==> src/rtl/dfi_init_seq.sv <==
// dfi_init_seq: bridges the memory controller's DFI init handshake to the
// dfi_gpio firmware pair. It qualifies the start request, forwards it, waits
// for a fresh rising edge on the firmware done level, and raises a sticky
// timeout flag if firmware never answers.
module dfi_init_seq #(
  parameter int FREQ_W           = 5,
  parameter int MIN_START_CYCLES = 4,
  parameter int TIMEOUT_CYCLES   = 100000
) (
  input  logic              clk_i,
  input  logic              rst_i,
  input  logic              dfi_init_start_i,
  input  logic [FREQ_W-1:0] dfi_frequency_i,
  output logic              dfi_init_complete_o,
  output logic              gpio_init_start_o,
  input  logic              gpio_init_done_i,
  output logic [FREQ_W-1:0] freq_o,
  output logic              busy_o,
  output logic              timeout_o,
  input  logic              timeout_clr_i
);

  localparam int CNT_MAX = (MIN_START_CYCLES > TIMEOUT_CYCLES) ? MIN_START_CYCLES : TIMEOUT_CYCLES;
  localparam int CNT_W   = $clog2(CNT_MAX + 1);

  // Terminal counts for the qualification window and the done wait.
  // A timeout of zero never matches because the compare is also gated.
  localparam logic [CNT_W-1:0] MIN_LAST = CNT_W'(MIN_START_CYCLES);
  localparam logic [CNT_W-1:0] TO_LAST  = (TIMEOUT_CYCLES == 0) ? '0 : CNT_W'(TIMEOUT_CYCLES - 1);
  localparam logic             TO_EN    = (TIMEOUT_CYCLES != 0);

  typedef enum logic [2:0] {
    IDLE      = 3'd0,
    START     = 3'd1,
    WAIT_DONE = 3'd2,
    ACK       = 3'd3,
    ERROR     = 3'd4
  } state_e;

  state_e            state_q, state_d;
  logic [CNT_W-1:0]  cnt_q, cnt_d;
  logic [CNT_W-1:0]  cnt_inc;
  logic              done_q;
  logic              done_rise;
  logic              complete_q, complete_d;
  logic              gpio_start_q, gpio_start_d;
  logic [FREQ_W-1:0] freq_q, freq_d;
  logic              busy_q, busy_d;
  logic              timeout_q, timeout_d;

  // Only a fresh 0->1 on the firmware level counts; a level left high from a
  // previous handshake is stale.
  assign done_rise = gpio_init_done_i & ~done_q;

  // The counter sticks at all-ones instead of wrapping.
  assign cnt_inc = (cnt_q == '1) ? cnt_q : cnt_q + 1'b1;

  // Next-state, counter and registered-output logic for the handshake FSM.
  always_comb begin
    state_d      = state_q;
    cnt_d        = cnt_q;
    complete_d   = complete_q;
    gpio_start_d = gpio_start_q;
    freq_d       = freq_q;
    timeout_d    = timeout_q;

    case (state_q)
      IDLE: begin
        gpio_start_d = 1'b0;
        if (dfi_init_start_i) begin
          state_d    = START;
          freq_d     = dfi_frequency_i;
          cnt_d      = CNT_W'(1);
          complete_d = 1'b0;
        end
      end

      START: begin
        gpio_start_d = 1'b0;
        if (!dfi_init_start_i) begin
          state_d = IDLE;
          cnt_d   = '0;
        end else if (cnt_q == MIN_LAST) begin
          state_d      = WAIT_DONE;
          gpio_start_d = 1'b1;
          cnt_d        = '0;
        end else begin
          cnt_d = cnt_inc;
        end
      end

      WAIT_DONE: begin
        gpio_start_d = 1'b1;
        if (!dfi_init_start_i) begin
          state_d      = IDLE;
          gpio_start_d = 1'b0;
          cnt_d        = '0;
        end else if (done_rise) begin
          state_d    = ACK;
          complete_d = 1'b1;
          cnt_d      = '0;
        end else if (TO_EN && (cnt_q == TO_LAST)) begin
          state_d      = ERROR;
          gpio_start_d = 1'b0;
          cnt_d        = '0;
        end else begin
          cnt_d = cnt_inc;
        end
      end

      ACK: begin
        complete_d   = 1'b1;
        gpio_start_d = 1'b1;
        if (!dfi_init_start_i) begin
          state_d      = IDLE;
          gpio_start_d = 1'b0;
        end
      end

      ERROR: begin
        complete_d   = 1'b0;
        gpio_start_d = 1'b0;
        if (!dfi_init_start_i) begin
          state_d = IDLE;
        end
      end

      default: begin
        state_d      = IDLE;
        cnt_d        = '0;
        gpio_start_d = 1'b0;
      end
    endcase

    // Clear first so that entering ERROR in the same cycle wins.
    if (timeout_clr_i) begin
      timeout_d = 1'b0;
    end
    if ((state_q == WAIT_DONE) && (state_d == ERROR)) begin
      timeout_d = 1'b1;
    end

    busy_d = (state_d == START) || (state_d == WAIT_DONE) || (state_d == ACK);
  end

  // State, counter, done history and all outputs, with synchronous reset.
  always_ff @(posedge clk_i) begin
    if (rst_i) begin
      state_q      <= IDLE;
      cnt_q        <= '0;
      done_q       <= 1'b0;
      complete_q   <= 1'b0;
      gpio_start_q <= 1'b0;
      freq_q       <= '0;
      busy_q       <= 1'b0;
      timeout_q    <= 1'b0;
    end else begin
      state_q      <= state_d;
      cnt_q        <= cnt_d;
      done_q       <= gpio_init_done_i;
      complete_q   <= complete_d;
      gpio_start_q <= gpio_start_d;
      freq_q       <= freq_d;
      busy_q       <= busy_d;
      timeout_q    <= timeout_d;
    end
  end

  assign dfi_init_complete_o = complete_q;
  assign gpio_init_start_o   = gpio_start_q;
  assign freq_o              = freq_q;
  assign busy_o              = busy_q;
  assign timeout_o           = timeout_q;

endmodule

==> config.mk <==
export PLATFORM = sky130hd
export DESIGN_NAME = dfi_init_seq
export DESIGN_NICKNAME = d
export VERILOG_FILES = /design/src/rtl/dfi_init_seq.sv
export SDC_FILE = /design/constraint.sdc
export NUM_CORES = 1
export LEC_CHECK = 0
export CAP_MARGIN = 20
export CORE_MARGIN = 4
export CORE_UTILIZATION = 52
export CTS_BUF_LIST = sky130_fd_sc_hd__clkbuf_4 sky130_fd_sc_hd__clkbuf_8
export DETAILED_ROUTE_END_ITERATION = 10
export PLACE_DENSITY_LB_ADDON = 0.3
export SETUP_SLACK_MARGIN = 0.05
export SYNTH_ARGS = -nofsm -noshare
export SYNTH_HDL_FRONTEND = slang
export SYNTH_SLANG_ARGS = --single-unit
==> constraint.sdc <==
create_clock -name clk_i -period 1.7 [get_ports clk_i]
set_input_delay 0.34 -clock clk_i [delete_from_list [all_inputs] [get_ports clk_i]]
set_output_delay 0.34 -clock clk_i [all_outputs]
set_load 0.005 [all_outputs]
==> results of run 1 <==
## cell type report
type | instances | area share [%]
clock buffer | 6 | 2.20
inverter | 6 | 1.07
multi-input combinational | 136 | 45.2
sequential | 30 | 26.3
tap | 31 | 1.66
timing repair buffer | 65 | 23.6
## power by group
group | switching (mW) | internal [mW]
registers | 0.0101 | 0.712
clock network | 0.228 | 0.186
logic | 0.0774 | 0.0922
## critical path, stage by stage (launching register included)
cell and delay [ps]:
dfxtp_4 360, nor4_4 320, nand2_2 200, o311ai_2 390, o21ai_4 170, o21ai_1 150
a31oi_1 140
## worst min-delay path by stage
stage	end	slack (ps)	cells after the start
floorplan	state_q[2]	410	1
CTS	timeout_o	480	2
global placement	timeout_o	460	2
detailed placement	timeout_o	470	2
finish	timeout_o	480	2
global route	timeout_o	510	2
## Yosys cell counts, types with 3 or more instances
cell type,instances,area [sq um]
dfxtp_1,30,601
nor2_1,25,93.8
nand2_1,11,41.3
a21oi_1,8,40.0
nand3_1,8,40.0
a31oi_1,7,43.8
xor2_1,7,61.3
inv_1,6,22.5
mux2i_1,5,50.1
nand4_1,5,31.3
o21ai_0,4,20.0
xnor2_1,4,35.0
nand2b_1,3,18.8
nor3_2,3,30.0
o21ai_1,3,15.0
## through the flow
step | TNS (ps) | utilization [%] | power [mW] | setup slack [ps]
2_1_floorplan | -28.9 | - | 0.815 | -3.39
3_3_place_gp | -6210 | 73.7 | 0.886 | -411
3_5_place_dp | -7360 | 73.7 | 0.893 | -459
4_1_cts | -880 | 79.6 | 1.31 | -80.9
5_1_grt | -3260 | 81.7 | 1.39 | -235
6_report | -1890 | 81.7 | 1.31 | -164
## layer usage
metal,up-vias,global-route usage [%],wire length [um]
met5,-,0,0
met4,0,12.7,150
met3,14,6.57,303
met2,71,41.2,2530
met1,761,28.6,1820
li1,760,-,-
## cell families after synthesis
logic type	after synthesis
AOI/OAI and AO/OA	32
xor gates and xnor gates	11
adders and majority gates	2
buffers and inverters	11
DFF	30
muxes	5
and+or+nand+nor	85
## cell usage in the layout (no fill, tap or decap), types with 3 or more instances in the layout
cell type,count
a21oi_1,8
a31oi_1,7
buf_4,45
clkbuf_4,5
clkdlybuf4s50_1,18
dfxtp_1,26
dfxtp_4,3
inv_1,5
mux2i_1,5
nand2_1,11
nand2b_1,3
nand3_1,8
nand4_1,5
nor2_1,24
nor3_2,4
o21ai_1,4
xnor2_1,4
xor2_1,7
## state kept, by name, summed over array words and instances, names as in the netlist
| signal | flops |
|---|---|
| busy_o | 1 |
| state_q | 3 |
| done_q | 1 |
| timeout_o | 1 |
| cnt_q | 17 |
| gpio_init_start_o | 1 |
| freq_o | 5 |
| dfi_init_complete_o | 1 |
## repair_timing
item | CTS | global route
setup endpoints to repair | 21 | 21
pin swaps | 11 | 4
gates resized for setup | 10 | 12
buffers inserted | 7 | 3
gates cloned | 1 | 0
==> qor.yml, run 1 <==
run_status:
  status: "finished with violations"
  violations: "negative setup slack"
yosys:
  synth-adder-area-share_pct: 1.57
  synth_top_family_by_area: "simple AND/OR/NAND/NOR gates"
  synth_warnings: 0
  syn_avg_cell_area_sq_um: 9.06
  synth_flop_cell: "dfxtp_1"
  syn-num-nets: 188
  synthMuxAreaShare_pct: 3.14
  post_synth_num_cell_types: 56
  ys_ff_latch: 30
  synth-compound-area-share_pct: 15.7
  synth_edf_count: 0
  synth-xor-area-share_pct: 6.04
  yosys.area_share.simple_pct: 31.9
  syn_inst: 176
  synth_area_sq_um: 1600
  yosysSeqAreaShare_pct: 37.6
  async_flop_share_pct: 0
setup_path:
  critPathLaunch: "cnt_q[11]"
  crit_type: "reg -> reg"
  cp_data_arrival_time_ps: 2060
  endpoint: "cnt_q[4]"
  critical_path.startpoint_type: "register"
  cp.required_ps: 1900
  crit_path_max_fanout: 8
  rrSetupSlack_ps: -160
  worst-r2r-cell-count: 6
  r2r_end: "cnt_q[4]"
  r2r-start: "cnt_q[11]"
  crit_path_end_kind: "register"
hold_path:
  min_path_type: "reg -> reg"
  min_from: "timeout_o"
sta:
  maxSlewHeadroom_pct: 76.9
  finalMaxSlewViolations: 0
  rsz0062_at_grt: "true"
  worstMarginPinSlew_ps: 344
  timing.final.hold_violations: 0
  layout_setup_ws_ps: -164
  min_period_over_period_pct: 110
  period_needed_ps: 1860
  maxClockFrequency_mhz: 536
  final.setup_skew_ps: 8.41
  timing.hold.ws_ps: 483
  setup_viol: 18
floorplan:
  ioPinCount: 19
  dieArea_sq_um: 4020
  die_h_um: 63.4
  die_x_um: 63.4
  start_util_pct: 55.9
  rows: 19
  design.core.area_sq_um: 2850
clock_network:
  hold_buffers: 0
  clk_pin_slew_worst_paths_ps: 90
  htreeDepth: 2
  clock_sinks: 30
  cts_tree: "yes"
  clock_latency_ps: 330
  clockBufferDepth: 2
  cts_buffers: 5
  clock-root-buffer: "clkbuf_4"
grt:
  antenna_found_initial: 0
  grt_pass1_vias: 1605
  overflow: 0
  grt_pass1_wl_mm: 7.77
  grt_use_total_pct: 24.6
  grt_max_degree: 16
place:
  numPlacedInstances: 257
  hpwl_mm: 3.19
  placed_area_sq_um: 2100
  gp_congestion: 0.853
  port_buffers: 18
drt:
  wl_mm: 4.81
  drc_errors: 0
  vias: 1606
  dr.pass1.iters: 4
  wl_per_cell_um: 17.6
  route.detailed.vias_per_inst: 5.86
  first_iter_violations: 135
  antenna_left: 0
pwr:
  p_per_area_nw_per_um2: 560
  power.leakage_nw: 0.926
  irDropWorstVdd_v: 0.000501
cells_and_area:
  multi_input_area_sq_um: 1050
  areaGrowthSynthToFinish_pct: 46.1
  num_antenna_cells: 0
  stdcell_area_sq_um: 2330
  layout-drive-gt1-share_pct: 38.7
  final_nets: 256
  seqCellArea_sq_um: 613
  fillers: 160
  fin_cells: 274
flow_run:
  drv_cap: 0
No activity file was read; power rests on OpenSTA's default activity.
==> run 2, diff against run 1 <==
ABC_AREA = 1   (was unset)
CORE_MARGIN = 3   (was 4)
==> run 2 against run 1 <==
The run now ends clean; critical path depth is 7 higher; clock skew is 6.5 ps higher; power is 7.7% higher; first-iteration DRC count is 31% higher; area after synthesis is 6.2% higher; sequential share of layout area is 0.054 points higher; global-route usage is 2.3 points lower; wire length is 9.1% lower; utilization is 6.0 points lower; fmax is 14% higher; combinational power is 22% higher; worst hold slack worse by 19 ps.
==> qor.yml, run 2 <==
run_status:
  status: "finished clean"
pwr:
  power_frac_comb_pct: 14.7  # +1.7 points
  irDropWorstVdd_v: 0.000581  # +16%
  clock_power_share_pct: 33.5  # +1.8 points
  internal_power_mw: 1.04  # +5.1%
  p_switching_uw: 365  # +16%
  power.leakage_nw: 0.960  # +3.6%
  p_per_area_nw_per_um2: 603  # +7.7%
  seqPwrFrac_pct: 51.8  # -3.5 points
  switching_share_pct: 26.0  # +1.8 points
yosys:
  synth_top_area_share_pct: 35.5  # -2.2 points
  synth_area_sq_um: 1690  # +6.2%
  synth-compound-area-share_pct: 8.12  # -7.6 points
  yosys-top-cells-count: "nand2_1, nor2_1, inv_1"
  synthMuxAreaShare_pct: 0  # -3.1 points
  yosys.area_share.simple_pct: 42.5  # +11 points
  yosys.cell_count.top_type: "nand2_1"
  synth_top_family_by_area: "simple AND/OR/NAND/NOR gates"
  post_synth_num_cell_types: 30  # -46%
  syn-num-nets: 268  # +43%
  synth-xor-area-share_pct: 3.10  # -2.9 points
  yosys.area.top_type: "dfxtp_1"
  synth_area_leaders: "dfxtp_1, nand2_1, nor2_1, nand3_1, inv_1"
  syn_inst: 256  # +45%
  synth-adder-area-share_pct: 1.48  # -0.092 points
  synth_edf_count: 0  # unchanged
  ys_ff_latch: 30  # unchanged
  synth_warnings: 0  # unchanged
  yosysSeqAreaShare_pct: 35.5  # -2.2 points
  synth_flop_cell: "dfxtp_1"
  syn_avg_cell_area_sq_um: 6.62  # -27%
  async_flop_share_pct: 0  # unchanged
cells_and_area:
  num_antenna_cells: 0  # unchanged
  fin_cells: 354  # +29%
  areaGrowthSynthToFinish_pct: 37.6
  final_cell_mix: "nand2_1, nor2_1, inv_1"
  largest_reg_flops: 17  # unchanged
  final_nets: 321  # +25%
  final_common_cell: "nand2_1"
  regMostFlops: "cnt_q"
  layout-drive-gt1-share_pct: 26.8  # -12 points
clock_network:
  clock_latency_ps: 340  # about the same
  cts_tree: "yes"
  clockBufferDepth: 2  # unchanged
  clock_sinks: 30  # unchanged
  hold_buffers: 0  # unchanged
  clk_pin_slew_worst_paths_ps: 90  # about the same
  cts_buffers: 5  # unchanged
  htreeDepth: 2  # unchanged
  clock-root-buffer: "clkbuf_4"
sta:
  rsz0062_at_grt: "true"
  maxSlewHeadroom_pct: 74.9  # -2.0 points
  finalMaxSlewViolations: 0  # unchanged
  final.setup_skew_ps: 14.9  # +6.53 ps
  period_needed_ps: 1640  # -227 ps
  layout_setup_ws_ps: 63.1  # +227 ps
  timing.final.hold_violations: 0  # unchanged
  min_period_over_period_pct: 96.3  # -13 points
  worstMarginPinSlew_ps: 374  # +30.0 ps
  setup_viol: 0  # -18
  maxClockFrequency_mhz: 611  # +14%
place:
  post-place-ws_ps: -130  # +329 ps
  hpwl_mm: 3.10  # -2.8%
  port_buffers: 18  # unchanged
  gp_congestion: 0.965  # +13%
  numPlacedInstances: 341  # +33%
drt:
  wl_mm: 4.37  # -9.1%
  vias: 1824  # +14%
  wl_per_cell_um: 12.3  # -30%
  antenna_left: 0  # unchanged
  drc_errors: 0  # unchanged
  route.detailed.vias_per_inst: 5.15  # -12%
  dr.pass1.iters: 5  # +1
  first_iter_violations: 177  # +31%
floorplan:
  rows: 20  # +1
  dieArea_sq_um: 3980  # -0.98%
  die_h_um: 63.1  # -0.49%
  design.core.area_sq_um: 3080  # +7.9%
  ioPinCount: 19  # unchanged
  die_x_um: 63.1  # -0.49%
  start_util_pct: 55.0  # -0.88 points
grt:
  grt_max_degree: 14  # -2
  grt_pass1_vias: 1698  # +5.8%
  overflow: 0  # unchanged
  grt_use_total_pct: 22.3  # -2.3 points
  antenna_found_initial: 0  # unchanged
  grt_pass1_wl_mm: 7.09  # -8.7%
setup_path:
  cp_data_arrival_time_ps: 1870  # -190 ps
  cp.required_ps: 1940  # +40 ps
  critPathLaunch: "cnt_q[0]"
  crit_type: "reg -> reg"
  cpPeakStageDelay_ps: 350  # -40 ps
  cpLargestDelayFamily: "simple AND/OR/NAND/NOR gates"
  path_cells: "buf_6 -> inv_4 -> ha_4 -> nand4_1 -> nor2_2 -> nand2_1 -> nand2_2 -> buf_6 -> nand2_4 -> nor2_2 -> nand3_1 -> nand2_1 -> inv_1"
  critical_path.startpoint_type: "register"
  crit_path_end_kind: "register"
  crit_slowest_cell: "dfxtp_2"
  crit_path_max_fanout: 2  # -6
  worst-path-buf-inv: 4  # +4
  r2r-start: "cnt_q[0]"
hold_path:
  min_path_type: "reg -> reg"
  min_from: "freq_o[3]"
flow_run:
  drv_cap: 0  # unchanged
## run 2: repair_timing
item,in CTS,in global routing
endpoints found under the setup margin,7,17
pin swaps,2,10
buffers inserted,0,4
gates resized for setup,3,37
cloned,0,1
## run 2: final cells by class
class | instances | area (sq um)
sequential | 30 | 614
clock inverter | 1 | 5.00
clock buffer | 7 | 58.8
inverter | 36 | 148
fill | 242 | 747
timing repair buffer | 48 | 420
multi-input combinational | 188 | 1030
tap | 44 | 55.1
## run 2: tightest hold or removal path, cell delays in order, from the launching register on
cell and delay (ps):
dfxtp_1 320, nand2_1 60, a21oi_1 50
## run 2: worst paths after layout
kind,to,slack (ps),cells past startpoint
worst max-delay path,busy_o,60,13
worst min-delay path,freq_o[3],460,2
worst max register to register,busy_o,60,13
worst min register to register,freq_o[3],460,2
## run 2: logic make-up (layout without fill, tap and decap cells)
family / count (synthesis) / count (layout)
simple gates: 153 / 154
buf+inv: 39 / 92
flops: 30 / 30
compound gates: 26 / 26
xor+xnor: 6 / 6
fa+ha+maj: 2 / 2
## run 2: layer usage
layer  global-route usage, %  wire length (um)  share of wire [%]
met5                       0                 0                  0
met4                    10.2               121                2.8
met3                    6.42               283                6.5
met2                    36.2              2080                 48
met1                    27.2              1880                 43
## run 2: power by group through the flow
stage | clock network [mW] | registers [mW] | logic [mW]
4_1_cts | 0.477 | 0.728 | 0.186
3_3_place_gp | 0 | 0.744 | 0.180
5_1_grt | 0.510 | 0.731 | 0.229
6_report | 0.470 | 0.729 | 0.207
2_1_floorplan | 0 | 0.745 | 0.0842
3_5_place_dp | 0 | 0.744 | 0.182
## run 2: stage by stage
step | setup TNS (ps) | power [mW] | util [%] | instance area, sq um | hold WS (ps)
floorplan | 0 | 0.829 | - | 1690 | 409
global placement | -827 | 0.924 | 68.4 | 2110 | 447
detailed placement | -1380 | 0.926 | 68.4 | 2110 | 453
CTS | 0 | 1.39 | 70.8 | 2180 | 467
global route | -18.7 | 1.47 | 75.7 | 2330 | 487
finish | 0 | 1.41 | 75.7 | 2330 | 464
==> run 3, diff against run 2 <==
SKIP_CTS_REPAIR_TIMING = 1   (was unset)
==> run 3 against run 2 <==
Count of clock-buffer cells in the layout stayed put; utilization is 0.24 points higher; combinational power grew 2%; wire length up 0.89%; global-route usage is 0.19 points lower; largest cell class unchanged.
==> qor.yml, run 3 (synthesized netlist as in run 2, its figures left out) <==
setup_path:
  cpLargestDelayFamily: "simple AND/OR/NAND/NOR gates"
  critical_path.startpoint_type: "register"
  path_cells: "buf_6 -> inv_4 -> ha_4 -> nand4_1 -> nor2_2 -> nand2_1 -> nand2_2 -> buf_6 -> nand2_4 -> nor2_2 -> nand3_1 -> nand2_1 -> inv_1"
  crit_path_max_fanout: 3  # +1
  cp.required_ps: 1930  # about the same
  crit_type: "reg -> reg"
  crit_path_end_kind: "register"
  cp_data_arrival_time_ps: 1850  # -20 ps
  crit_slowest_cell: "dfxtp_2"
  rrSetupSlack_ps: 80  # +20 ps
  cpPeakStageDelay_ps: 350  # about the same
  worst-path-buf-inv: 4  # unchanged
grt:
  grt_max_degree: 14  # unchanged
  grt_use_total_pct: 22.1  # -0.19 points
  overflow: 0  # unchanged
  grt_pass1_wl_mm: 7.02  # -0.97%
  grt_pass1_vias: 1684  # -0.82%
  antenna_found_initial: 0  # unchanged
drt:
  drt-met1-wl_mm: 1.92  # +1.8%
  antenna_left: 0  # unchanged
  wl_met2_mm: 2.16  # +3.7%
  wl_mm: 4.41  # +0.89%
  wl_met3_um: 243  # -14%
  top_layer: "met4"
  vias: 1822  # -0.11%
  drc_errors: 0  # unchanged
  wl_per_cell_um: 12.4  # +0.61%
  dr.pass1.iters: 4  # -1
  first_iter_violations: 197  # +11%
  route.detailed.vias_per_inst: 5.13  # -0.39%
pwr:
  p_switching_uw: 366  # +0.35%
  internal_power_mw: 1.05  # +0.44%
  p_per_area_nw_per_um2: 604  # about the same
  seqPwrFrac_pct: 51.8  # about the same
  switching_share_pct: 26.0  # about the same
  power_frac_comb_pct: 15.0  # +0.3 points
  irDropWorstVdd_v: 0.000586  # +0.92%
  total_power_mw: 1.41  # +0.41%
  clock_power_share_pct: 33.3  # -0.2 points
  power.leakage_nw: 0.963  # +0.31%
clock_network:
  clk_pin_slew_worst_paths_ps: 90  # about the same
  clock-root-buffer: "clkbuf_4"
  clockBufferDepth: 2  # unchanged
  cts_buffers: 5  # unchanged
  cts_tree: "yes"
  clock_latency_ps: 340  # about the same
  clock_sinks: 30  # unchanged
  htreeDepth: 2  # unchanged
sta:
  worstMarginPinSlew_ps: 376  # +2.59 ps
  final.setup_skew_ps: 14.9  # +0.00510 ps
  min_period_over_period_pct: 95.3  # -1.0 points
  maxSlewHeadroom_pct: 74.8  # -0.17 points
  finalMaxSlewViolations: 0  # unchanged
  tns_ps: 0  # unchanged
  rsz0062_at_grt: "true"
  timing.final.hold_violations: 0  # unchanged
  setup_viol: 0  # unchanged
  period_needed_ps: 1620  # -17.5 ps
  maxClockFrequency_mhz: 618  # +1.1%
floorplan:
  dieArea_sq_um: 3980  # unchanged
  design.core.area_sq_um: 3080  # unchanged
  start_util_pct: 55.0  # unchanged
  ioPinCount: 19  # unchanged
  die_x_um: 63.1  # unchanged
  die_h_um: 63.1  # unchanged
  rows: 20  # unchanged
cells_and_area:
  layout-drive-gt1-share_pct: 27.3  # +0.56 points
  areaGrowthSynthToFinish_pct: 38.0
  final_nets: 322  # +0.31%
  largest_reg_flops: 17  # unchanged
  stdcell_area_sq_um: 2340  # +0.32%
  final_common_cell: "nand2_1"
  regMostFlops: "cnt_q"
  final_cell_mix: "nand2_1, nor2_1, inv_1"
  num_antenna_cells: 0  # unchanged
place:
  gp_congestion: 0.965  # unchanged
  placed_area_sq_um: 2110  # unchanged
  port_buffers: 18  # unchanged
  hpwl_mm: 3.10  # unchanged
hold_path:
  min_path_type: "reg -> reg"
flow_run:
  drv_cap: 0  # unchanged
run_status:
  status: "finished clean"
## run 3: layout make-up
| class | count | area (sq um) |
|---|---|---|
| Clock inverter | 1 | 5.00 |
| Inverter | 36 | 148 |
| Fill cell | 243 | 739 |
| Timing Repair Buffer | 49 | 428 |
| Clock buffer | 7 | 58.8 |
| Tap cell | 44 | 55.1 |
| Multi-Input combinational cell | 188 | 1030 |
| Sequential cell | 30 | 612 |
## run 3: worst reg2reg max path, cell delays in order, from the launching register on
cell     delay (ps)
dfxtp_2         350
buf_6           120
inv_4            50
ha_4            120
nand4_1         100
nor2_2          170
nand2_1          80
nand2_2         100
buf_6           110
nand2_4          40
nor2_2          100
nand3_1          90
nand2_1          60
inv_1            30
## run 3: worst paths after layout
path | from | endpoint | cells after the start
max | cnt_q[1] | busy_o | 13
min | timeout_o | timeout_o | 2
max reg2reg | cnt_q[1] | busy_o | 13
min reg2reg | timeout_o | timeout_o | 2
## run 3: power by group through the flow
stage / Clock [mW] / Combinational, mW / Sequential [mW]
3_5_place_dp: 0 / 0.182 / 0.744
4_1_cts: 0.477 / 0.183 / 0.728
2_1_floorplan: 0 / 0.0842 / 0.745
6_report: 0.470 / 0.212 / 0.731
3_3_place_gp: 0 / 0.180 / 0.744
5_1_grt: 0.512 / 0.233 / 0.734
## run 3: routing by layer
layer	up-vias	GRT usage [%]
met2	52	35.8
met3	10	6.24
met1	834	27.0
li1	926	-
met5	-	0
met4	0	10.2
## run 3: stage by stage
| stage | hold slack [ps] | util, % | instances | worst slack, ps |
|---|---|---|---|---|
| after floorplan | 409 | - | 256 | 204 |
| after global placement | 447 | 68.4 | 341 | -90.7 |
| after detailed placement | 453 | 68.4 | 341 | -130 |
| after CTS | 467 | 70.5 | 349 | 5.04 |
| after global routing | 488 | 76.0 | 355 | -1.97 |
| final | 464 | 76.0 | 355 | 80.6 |
